[config.mk]
export PLATFORM = sky130hd
export DESIGN_NAME = regfile_write_arbiter
export DESIGN_NICKNAME = d
export VERILOG_FILES = /design/src/rtl/regfile_pkg.sv /design/src/rtl/regfile_write_arbiter_rr.sv /design/src/rtl/regfile_write_arbiter.sv
export SDC_FILE = /design/constraint.sdc
export NUM_CORES = 1
export LEC_CHECK = 0
export ABC_AREA = 1
export BUFFER_PORTS_ARGS = -buffer_cell sky130_fd_sc_hd__clkbuf_2
export CORE_ASPECT_RATIO = 0.75
export CORE_MARGIN = 5
export CORE_UTILIZATION = 40
export CTS_CLUSTER_SIZE = 20
export DETAILED_ROUTE_END_ITERATION = 10
export GPL_ROUTABILITY_DRIVEN = 0
export PLACE_DENSITY = 0.82
export SYNTH_ARGS = -nofsm -noshare
export SYNTH_HDL_FRONTEND = slang
export SYNTH_HIERARCHICAL = 1
export SYNTH_SLANG_ARGS = --single-unit
[constraint.sdc]
create_clock -name clk -period 3.2 [get_ports clk]
set_input_delay 0.48 -clock clk [delete_from_list [all_inputs] [get_ports clk]]
set_output_delay 0.48 -clock clk [all_outputs]
set_load 0.02 [all_outputs]
[src/rtl/regfile_pkg.sv]
// regfile_pkg
// Shared definitions for the register-file write-port arbiter:
//   - state_t      : arbiter state (clear sequence / live arbitration)
//   - RF_*         : default geometry of the KGP-RISC register file
//   - REQ_ALU/MEM  : requester index into the two-bit grant vector
package regfile_pkg;

    typedef enum logic {
        ST_INIT = 1'b0,
        ST_RUN  = 1'b1
    } state_t;

    localparam int RF_NUM_REGS = 32;
    localparam int RF_ADDR_W   = 5;
    localparam int RF_DATA_W   = 32;

    localparam int REQ_ALU = 0;
    localparam int REQ_MEM = 1;

endpackage

[src/rtl/regfile_write_arbiter_rr.sv]
// rr_arbiter2
// Two-requester round-robin grant. The grant is combinational from the
// request vector and a one-bit pointer that names the requester favoured on
// a tie. Every grant moves the favour to the other requester.
// Ports:
//   clk, rst : clock, asynchronous active-high reset
//   en       : arbitration enabled (no grants while low)
//   req[1:0] : request vector, indexed by REQ_ALU / REQ_MEM
//   gnt[1:0] : one-hot (or zero) grant vector, same indexing
module rr_arbiter2
    import regfile_pkg::*;
(
    input  logic       clk,
    input  logic       rst,
    input  logic       en,
    input  logic [1:0] req,
    output logic [1:0] gnt
);

    // Index of the requester that wins the next tie; reset lets the ALU win.
    logic prio;

    always_comb begin
        gnt = 2'b00;
        if (en) begin
            if (req[REQ_ALU] && req[REQ_MEM]) begin
                gnt[prio] = 1'b1;
            end else begin
                gnt = req;
            end
        end
    end

    always_ff @(posedge clk or posedge rst) begin
        if (rst) begin
            prio <= 1'(REQ_ALU);
        end else if (|gnt) begin
            prio <= gnt[REQ_ALU] ? 1'(REQ_MEM) : 1'(REQ_ALU);
        end
    end

endmodule

[src/rtl/regfile_write_arbiter.sv]
// regfile_write_arbiter
// Owns the register file's single write port. After reset it writes zero to
// every register in turn, then shares the port round-robin between the ALU
// and load writeback requesters. The write command is registered; the write
// currently on the port is exposed for read-after-write forwarding.
// Ports:
//   clk, rst                      : clock, asynchronous active-high reset
//   aluValid/aluAddr/aluData      : ALU writeback request
//   aluReady                      : ALU request accepted this cycle
//   memValid/memAddr/memData      : load writeback request
//   memReady                      : load request accepted this cycle
//   rfWe/rfAddr/rfData            : registered register-file write command
//   initDone                      : clear finished, arbitration live
//   qAddr1/qAddr2                 : read addresses presented to the regfile
//   fwd1Hit/fwd2Hit/fwdData       : in-flight write matches read address N
module regfile_write_arbiter
    import regfile_pkg::*;
#(
    parameter int NUM_REGS = RF_NUM_REGS,
    parameter int ADDR_W   = RF_ADDR_W,
    parameter int DATA_W   = RF_DATA_W
) (
    input  logic              clk,
    input  logic              rst,
    input  logic              aluValid,
    input  logic [ADDR_W-1:0] aluAddr,
    input  logic [DATA_W-1:0] aluData,
    output logic              aluReady,
    input  logic              memValid,
    input  logic [ADDR_W-1:0] memAddr,
    input  logic [DATA_W-1:0] memData,
    output logic              memReady,
    output logic              rfWe,
    output logic [ADDR_W-1:0] rfAddr,
    output logic [DATA_W-1:0] rfData,
    output logic              initDone,
    input  logic [ADDR_W-1:0] qAddr1,
    input  logic [ADDR_W-1:0] qAddr2,
    output logic              fwd1Hit,
    output logic              fwd2Hit,
    output logic [DATA_W-1:0] fwdData
);

    localparam int CNT_W = (NUM_REGS > 1) ? $clog2(NUM_REGS) : 1;

    state_t           state, state_nxt;
    logic [CNT_W-1:0] cnt;
    logic             clr_last;
    logic [1:0]       gnt;

    rr_arbiter2 u_arb (
        .clk (clk),
        .rst (rst),
        .en  (state == ST_RUN),
        .req ({memValid, aluValid}),
        .gnt (gnt)
    );

    assign aluReady = gnt[REQ_ALU];
    assign memReady = gnt[REQ_MEM];

    // Last clear write is being issued on this edge.
    assign clr_last = (state == ST_INIT) && (cnt == CNT_W'(NUM_REGS - 1));

    always_comb begin
        state_nxt = state;
        if (clr_last) begin
            state_nxt = ST_RUN;
        end
    end

    always_ff @(posedge clk or posedge rst) begin
        if (rst) begin
            state <= ST_INIT;
        end else begin
            state <= state_nxt;
        end
    end

    // ---- write-command stage: inputs -> registered regfile port ----
    always_ff @(posedge clk or posedge rst) begin
        if (rst) begin
            cnt      <= '0;
            rfWe     <= 1'b0;
            rfAddr   <= '0;
            rfData   <= '0;
            initDone <= 1'b0;
        end else if (state == ST_INIT) begin
            rfWe   <= 1'b1;
            rfAddr <= ADDR_W'(cnt);
            rfData <= '0;
            cnt    <= cnt + CNT_W'(1);
            if (clr_last) begin
                initDone <= 1'b1;
            end
        end else if (gnt[REQ_ALU]) begin
            rfWe   <= 1'b1;
            rfAddr <= aluAddr;
            rfData <= aluData;
        end else if (gnt[REQ_MEM]) begin
            rfWe   <= 1'b1;
            rfAddr <= memAddr;
            rfData <= memData;
        end else begin
            // Address/data hold so the forwarding outputs stay quiet.
            rfWe <= 1'b0;
        end
    end

    // ---- forwarding of the write currently on the port ----
    assign fwd1Hit = rfWe && (rfAddr == qAddr1);
    assign fwd2Hit = rfWe && (rfAddr == qAddr2);
    assign fwdData = rfData;

endmodule

==> results_dict.tcl, run 1 <==
set metrics [dict create \
    post-route-period-util_pct 66.0 \
    die_area_um2 9260 \
    maxCapViolCount 0 \
    hold_viol_final 0 \
    syn_nets 448 \
    cts_buffer_depth 2 \
    cts_max_level 2 \
    syn-instance-count 358 \
    max_freq_ghz 0.473 \
    area_growth_pct 20.4 \
    fillers 736 \
    portBuffers 162 \
    synth_edf_count 0 \
    critPathMaxFanout 22 \
    worst_slack_ps 1090 \
    postSynth.asyncResetShare_pct 100 \
    start_util_pct 40.7 \
    drtPass1Iterations 4 \
    grt-ovfl-total 0 \
    start_kind "flip-flop" \
    grt_util_all_layers_pct 15.8 \
    setup_viol 0 \
    period_minus_slack_ps 2110 \
    dieHeight_um 84.6 \
    antenna_found_initial 0 \
    clockRootBuffer "clkbuf_8" \
    synth_ff_type "dfrtp_1" \
    final_common_cell "clkbuf_2" \
    dp_slack_ps 914 \
    clk_pin_slew_ps 80 \
    final_cell_mix "162 x clkbuf_2, 117 x nand2_1, 45 x dfrtp_1" \
    ant_nets 0 \
    p_leak_nw 2.05 \
    layout-drive-gt1-share_pct 44.4 \
    worst_pin_slew_ps 907 \
    synth.avg_cell_area_um2 8.29 \
    via_per_inst 4.61 \
    drc 0 \
    cts_buffers 5 \
    hold_class "input port to flip-flop" \
    num_io_pins 163 \
    cts.repair.resized 0 \
    power-per-cell-area_nw_per_um2 472 \
    grt_pass1_vias 2606 \
    clk_latency_ps 290 \
    post-cts-setup-buffers 0 \
    hpwl_um 5750 \
    outcome "completed" \
    max-slew-margin-rel_pct 39.4 \
    worstSetupPathType "flip-flop to primary output" \
    fp-row-count 27 \
    vias 2694 \
    drtIter0Drc 126 \
    coreArea_um2 7300 \
    wirelength_um 7320 \
    cts_tree "built" \
    layout.nets 573 \
    synth_cell_types 23 \
    peakVddDrop_mv 0.210 \
    drv_slew 0 \
    diodes 0 \
    end_kind "primary output" \
    cts.sink_count 45 \
    wl_per_cell_um 12.5 \
    syn_area_um2 2970 \
    grt_max_degree 45 \
    yosysSeqAreaShare_pct 37.9 \
    yosys_warnings 6 \
    required_ps 2720 \
    rsz0062_at_grt "false" \
    cp.arrival_ps 1630 \
    die_x_um 109 \
    fin_tns_setup_ps 0 \
    fin_skew_ps 7.37 \
    ys_ff_latch 45 \
    grt_first_pass_wirelength_um 11900 \
]
## cell type report
class	instances	area [um^2]	share of cell area (%)
repair buffers	165	836	23.4
clock buffers	8	80.1	2.24
well taps	101	126	3.54
flip-flops and latches	45	1130	31.5
multi-input cells	227	1250	35.1
inverters	39	151	4.24
## power by group
part           switching (mW)  total (mW)  internal, mW
sequential             0.0704       0.715         0.645
clock                   0.179       0.335         0.155
combinational           0.415       0.638         0.223
## synthesized netlist by cell type (2+ instances only)
master | count | share of area [%]
a21boi_0 | 22 | 5.6
a21boi_1 | 10 | 2.5
a21oi_1 | 7 | 1.2
a21oi_2 | 4 | 1.2
buf_12 | 2 | 1.3
buf_4 | 34 | 8.6
buf_6 | 6 | 2.3
buf_8 | 5 | 2.5
dfrtp_1 | 45 | 38
ha_1 | 2 | 0.84
inv_1 | 37 | 4.7
nand2_1 | 117 | 15
nand2_8 | 2 | 1.3
nand3_1 | 5 | 0.84
nand3_2 | 4 | 1.3
nor2_1 | 15 | 1.9
o21ai_0 | 5 | 0.84
o21ai_2 | 30 | 8.8
or2_2 | 2 | 0.42
## critical path, cell delays in order, from the launching register on
cell,delay [ps]
dfrtp_1,360
buf_4,320
nand2_1,120
a21oi_1,310
clkbuf_2,240
## logic make-up after synthesis
| family | count (synthesis) | synth area share [%] |
|---|---|---|
| flops | 45 | 37.9 |
| buf+inv | 86 | 19.8 |
| fa+ha+maj | 2 | 0.843 |
| simple gates | 147 | 21.2 |
| compound gates | 78 | 20.1 |
## per-layer routing
metal / vias up / wire length (um) / GRT usage, %
met5: - / 0 / 0
met4: 0 / 56 / 4.64
met3: 4 / 614 / 3.31
met2: 106 / 3500 / 26.3
met1: 1239 / 3160 / 20.7
li1: 1345 / - / -
## path summary, 6_finish.rpt
check	cells past startpoint	endpoint	from	slack, ps
worst max-delay path	4	memReady	state	1090
worst min-delay path	3	fwdData[9]	memData[9]	460
worst max register to register	6	fwdData[1]	u_arb/prio	1150
worst min register to register	2	fwdData[21]	fwdData[21]	520
max in group asynchronous	3	fwdData[4]	rst	1690
min in group asynchronous	3	u_arb/prio	rst	560
## per-stage QoR
step	hold WS [ps]	power [mW]	instances	instance area, um^2	util (%)
floorplan	209	1.24	358	2970	-
global placement	321	1.36	576	3480	47.7
detailed placement	320	1.37	576	3480	47.7
CTS	446	1.72	585	3570	49.0
global route	453	1.81	585	3570	49.0
finish	464	1.69	585	3570	49.0
## repair_timing
| item | CTS | global route |
|---|---|---|
| endpoints found under the hold margin | 1 | 0 |
| endpoints found under the setup margin | 0 | 0 |
| hold buffers | 1 | 0 |
## state kept, by name, indices dropped and copies added (netlist names)
| signal | cells |
|---|---|
| u_arb/prio | 1 |
| rfWe | 1 |
| fwdData | 32 |
| cnt | 5 |
| state | 1 |
| rfAddr | 5 |
Power figures use the tool's default switching activity.
==> run 2: changes to the inputs <==
==> constraint.sdc (replaced) <==
create_clock -name clk -period 2.2 [get_ports clk]
set_input_delay 0.33 -clock clk [delete_from_list [all_inputs] [get_ports clk]]
set_output_delay 0.33 -clock clk [all_outputs]
set_load 0.02 [all_outputs]
==> run 2 against run 1 <==
Against the previous run: sequential power is 45% higher; routed wire length is 1.7% lower; non-clock buffer count is 1 higher; die area stayed put; final cell count stayed put; register-to-register slack worse by 820 ps; setup slack worse by 810 ps; clock power is 53% higher; flip-flop and latch count stayed put; critical endpoint unchanged; largest power group unchanged.
==> results_dict.tcl, run 2 (same netlist as run 1, synthesis figures left out) <==
set metrics [dict create \
    outcome "completed" \
    cts_buffer_depth 2 \
    dieHeight_um 84.6 \
    antenna_found_initial 0 \
    worst_pin_slew_ps 918 \
    end_kind "primary output" \
    seq_power_share_pct 41.9 \
    layout.nets 574 \
    portBuffers 162 \
    fin_util_pct 49.2 \
    clockRootBuffer "clkbuf_8" \
    drv_slew 0 \
    cts_tree "built" \
    period_minus_slack_ps 1930 \
    diodes 0 \
    p_clk_share_pct 20.6 \
    via_per_inst 4.55 \
    maxCapViolCount 0 \
    rsz0062_at_grt "false" \
    start_util_pct 40.7 \
    cp.arrival_ps 1600 \
    comb_power_share_pct 37.5 \
    grt_pass1_vias 2506 \
    p_sw_mw 0.968 \
    peakVddDrop_mv 0.384 \
    cts_buffers 5 \
    hpwl_um 5640 \
    required_ps 1870 \
    finalNonFillerCells 585 \
    r2r_setup_slack_ps 330 \
    drtPass1Iterations 4 \
    num_io_pins 163 \
    final_common_cell "clkbuf_2" \
    power-per-cell-area_nw_per_um2 692 \
    fin_tns_setup_ps 0 \
    clk_pin_slew_ps 80 \
    coreArea_um2 7300 \
    wirelength_um 7200 \
    worstSetupPathType "flip-flop to primary output" \
    cts.sink_count 45 \
    cts.repair.resized 0 \
    hold_class "input port to flip-flop" \
    final_cell_mix "162 x clkbuf_2, 117 x nand2_1, 45 x dfrtp_1" \
    cts_max_level 2 \
    dp_cells 577 \
    ant_nets 0 \
    p_leak_nw 2.06 \
    drc 0 \
    setup_viol 0 \
    grt_max_degree 45 \
    die_area_um2 9260 \
    layout-drive-gt1-share_pct 44.8 \
    p_int_mw 1.51 \
    clk_latency_ps 280 \
    wl_per_cell_um 12.3 \
    vias 2664 \
    max-slew-margin-rel_pct 38.7 \
    swShare_pct 39.0 \
    area_growth_pct 20.8 \
    grt_first_pass_wirelength_um 11500 \
    max_freq_ghz 0.519 \
    drtIter0Drc 113 \
    post-cts-setup-buffers 0 \
    critPathMaxFanout 22 \
    fp-row-count 27 \
    post-route-period-util_pct 87.5 \
    grt-ovfl-total 0 \
    hold_viol_final 0 \
    die_x_um 109 \
    start_kind "flip-flop" \
    largest_register_ffs 32 \
    fin_skew_ps 5.25 \
    grt_util_all_layers_pct 15.2 \
]
==> run 2: changes by cell type in the layout (fill, tap and decap cells not counted) <==
cell and delta:
clkbuf_1 -2, buf_4 +1, clkbuf_8 +1
==> run 2: what timing repair did <==
action                                  CTS  global route
endpoints found under the hold margin     1             0
hold buffers                              1             0
endpoints found under the setup margin    0             0
==> run 2: final timing paths <==
path,from,end,cells past startpoint
worst max register to register,state,fwdData[28],7
max in group asynchronous,rst,fwdData[17],3
worst min register to register,fwdData[21],fwdData[21],2
worst min-delay path,memData[9],fwdData[9],3
min in group asynchronous,rst,u_arb/prio,3
worst max-delay path,state,memReady,4
==> run 2: power groups by stage <==
stage	registers, mW	clock network (mW)	logic, mW
global route	1.06	0.563	1.02
floorplan	1.17	0	0.634
detailed placement	1.06	0	0.943
CTS	1.04	0.542	0.945
finish	1.04	0.511	0.930
global placement	1.05	0	0.932
==> run 2: metrics by stage <==
stage / power, mW / setup slack [ps] / hold WS, ps / area, um^2
3_3_place_gp: 1.98 / 358 / 173 / 3490
6_report: 2.48 / 274 / 311 / 3590
4_1_cts: 2.53 / 256 / 297 / 3590
5_1_grt: 2.64 / 114 / 299 / 3590
2_1_floorplan: 1.81 / 347 / 58.7 / 2970
3_5_place_dp: 2.00 / 312 / 176 / 3490
==> run 2: critical path, cell delays in order (launching register included) <==
cell and delay (ps):
dfrtp_1 360, buf_4 310, nand2_1 110, a21oi_1 300, clkbuf_2 240
==> run 2: cell type report <==
| class | count | area, um^2 |
|---|---|---|
| Fill cell | 724 | 3710 |
| Multi-Input combinational cell | 227 | 1250 |
| Sequential cell | 45 | 1130 |
| Timing Repair Buffer | 166 | 843 |
| Inverter | 39 | 151 |
| Tap cell | 101 | 126 |
| Clock buffer | 7 | 86.3 |
==> run 2: per-layer routing <==
layer	GRT usage [%]	vias to the layer above	share of wire, %
li1	-	1347	-
met4	2.72	0	0.56
met2	26.7	97	49
met5	0	-	0
met1	19.6	1218	44
met3	2.54	2	7.0
==> run 3: changes to the inputs <==
--- a/config.mk
+++ b/config.mk
@@ -14,6 +14,7 @@
 export DETAILED_ROUTE_END_ITERATION = 10
 export GPL_ROUTABILITY_DRIVEN = 0
 export PLACE_DENSITY = 0.82
+export RECOVER_POWER = 50
 export SYNTH_ARGS = -nofsm -noshare
 export SYNTH_HDL_FRONTEND = slang
 export SYNTH_HIERARCHICAL = 1
==> run 3 against run 2 <==
Against the previous run: clock power barely moved; fmax rose by 0.23%; power fell by 2.0%; non-clock buffer count did not move; final cell count did not move; utilization fell by 1.2 points; critical endpoint unchanged; via count barely moved; combinational power fell by 5.4%.
==> results_dict.tcl, run 3 (same netlist as run 1, synthesis figures left out) <==
set metrics [dict create \
    hold_path_end "fwdData[9]" \
    layout.nets 574 \
    cts_buffer_depth 2 \
    via_per_inst 4.56 \
    start_util_pct 40.7 \
    hold_class "input port to flip-flop" \
    grt_max_degree 45 \
    diodes 0 \
    p_clk_share_pct 21.0 \
    fin_util_pct 47.9 \
    max_freq_ghz 0.520 \
    die_area_um2 9260 \
    layout-drive-gt1-share_pct 30.0 \
    power-per-cell-area_nw_per_um2 695 \
    coreArea_um2 7300 \
    clk_pin_slew_ps 80 \
    fin_tns_setup_ps 0 \
    power.total_mw 2.43 \
    r2r_end "fwdData[28]" \
    comb_power_share_pct 36.2 \
    p_leak_nw 1.84 \
    fillers 765 \
    outcome "completed" \
    start_kind "flip-flop" \
    min-delay-start "memData[9]" \
    post-cts-setup-buffers 0 \
    ant_nets 0 \
    worstSetupPathType "flip-flop to primary output" \
    finalNonFillerCells 585 \
    die_x_um 109 \
    cp.arrival_ps 1590 \
    final_cell_mix "117 x nand2_1, 90 x clkbuf_2, 73 x clkbuf_1" \
    stdcell_area_um2 3500 \
    grt_pass1_vias 2506 \
    hold_viol_final 0 \
    dp_cells 577 \
    grt-ovfl-total 0 \
    slowest_stage "dfrtp_1" \
    final_common_cell "nand2_1" \
    worst_pin_slew_ps 917 \
    cts_buffers 5 \
    portBuffers 162 \
    reg2reg_from "state" \
    peakVddDrop_mv 0.383 \
    p_int_mw 1.46 \
    fin_skew_ps 5.35 \
    drtPass1Iterations 4 \
    fp-row-count 27 \
    hold_depth 3 \
    largest_register_ffs 32 \
    antenna_found_initial 0 \
    r2r_setup_slack_ps 330 \
    drtIter0Drc 103 \
    grt_util_all_layers_pct 15.2 \
    cts_max_level 2 \
    num_io_pins 163 \
    end_kind "primary output" \
    crit_chain "buf_4 > nand2_1 > a21oi_1 > clkbuf_2" \
    seq_power_share_pct 42.8 \
    worst_slack_ps 279 \
    wl_per_cell_um 12.4 \
    hpwl_um 5640 \
    critPathMaxFanout 22 \
    area_growth_pct 17.8 \
    max_stage_delay_ps 360 \
    max-slew-margin-rel_pct 38.8 \
    whs_ps 311 \
    swShare_pct 39.8 \
    drv_slew 0 \
    dp_slack_ps 312 \
    cts_tree "built" \
    p_sw_mw 0.969 \
    drc 0 \
    period_minus_slack_ps 1920 \
    grt_first_pass_wirelength_um 11500 \
    maxCapViolCount 0 \
    setup_viol 0 \
    rsz0062_at_grt "false" \
    placed_cell_area_um2 3490 \
    clockRootBuffer "clkbuf_8" \
    clk_latency_ps 280 \
    required_ps 1870 \
    wirelength_um 7270 \
    dieHeight_um 84.6 \
    reg2reg_depth 7 \
    vias 2666 \
    cts.sink_count 45 \
    post-route-period-util_pct 87.3 \
]
==> run 3: power by group through the flow <==
stage	combinational [mW]	sequential [mW]	clock, mW
after floorplan	0.634	1.17	0
after global placement	0.932	1.05	0
after detailed placement	0.943	1.06	0
after CTS	0.945	1.04	0.542
after global routing	0.964	1.06	0.563
final	0.880	1.04	0.511
==> run 3: per-layer routing <==
layer | GRT usage, % | vias up | wire length [um]
li1 | - | 1348 | -
met1 | 19.6 | 1225 | 3220
met2 | 26.7 | 91 | 3520
met3 | 2.54 | 2 | 495
met4 | 2.72 | 0 | 40
met5 | 0 | - | 0
==> run 3: worst max path at each step <==
stage          start     endpoint  slack (ps)  cells after the start
3_5_place_dp   state  fwdData[29]         310                      7
2_1_floorplan  state  fwdData[24]         350                      7
5_1_grt        state  fwdData[28]         110                      7
6_report       state     memReady         280                      4
4_1_cts        state     memReady         260                      4
3_3_place_gp   state  fwdData[28]         360                      7
==> run 3: cell type report <==
class	instances	area (um^2)	share of cell area, %
clock buffer	7	86.3	2.47
multi-input combinational	227	1250	35.8
sequential	45	1130	32.2
inverter	39	151	4.33
tap	101	126	3.61
timing repair buffer	166	753	21.5
==> run 3: worst max-delay path, delay by kind of cell (launching register included) <==
kind            cells  cell delay [ps]
compound gates      1              290
buf+inv             2              550
simple gates        1              110
flops               1              360
==> run 3: repair_timing <==
item / 4_1_cts / 5_1_grt
gates resized for setup: 0 / 0
hold buffers: 1 / 0
endpoints found under the hold margin: 1 / 0
setup endpoints to repair: 0 / 0
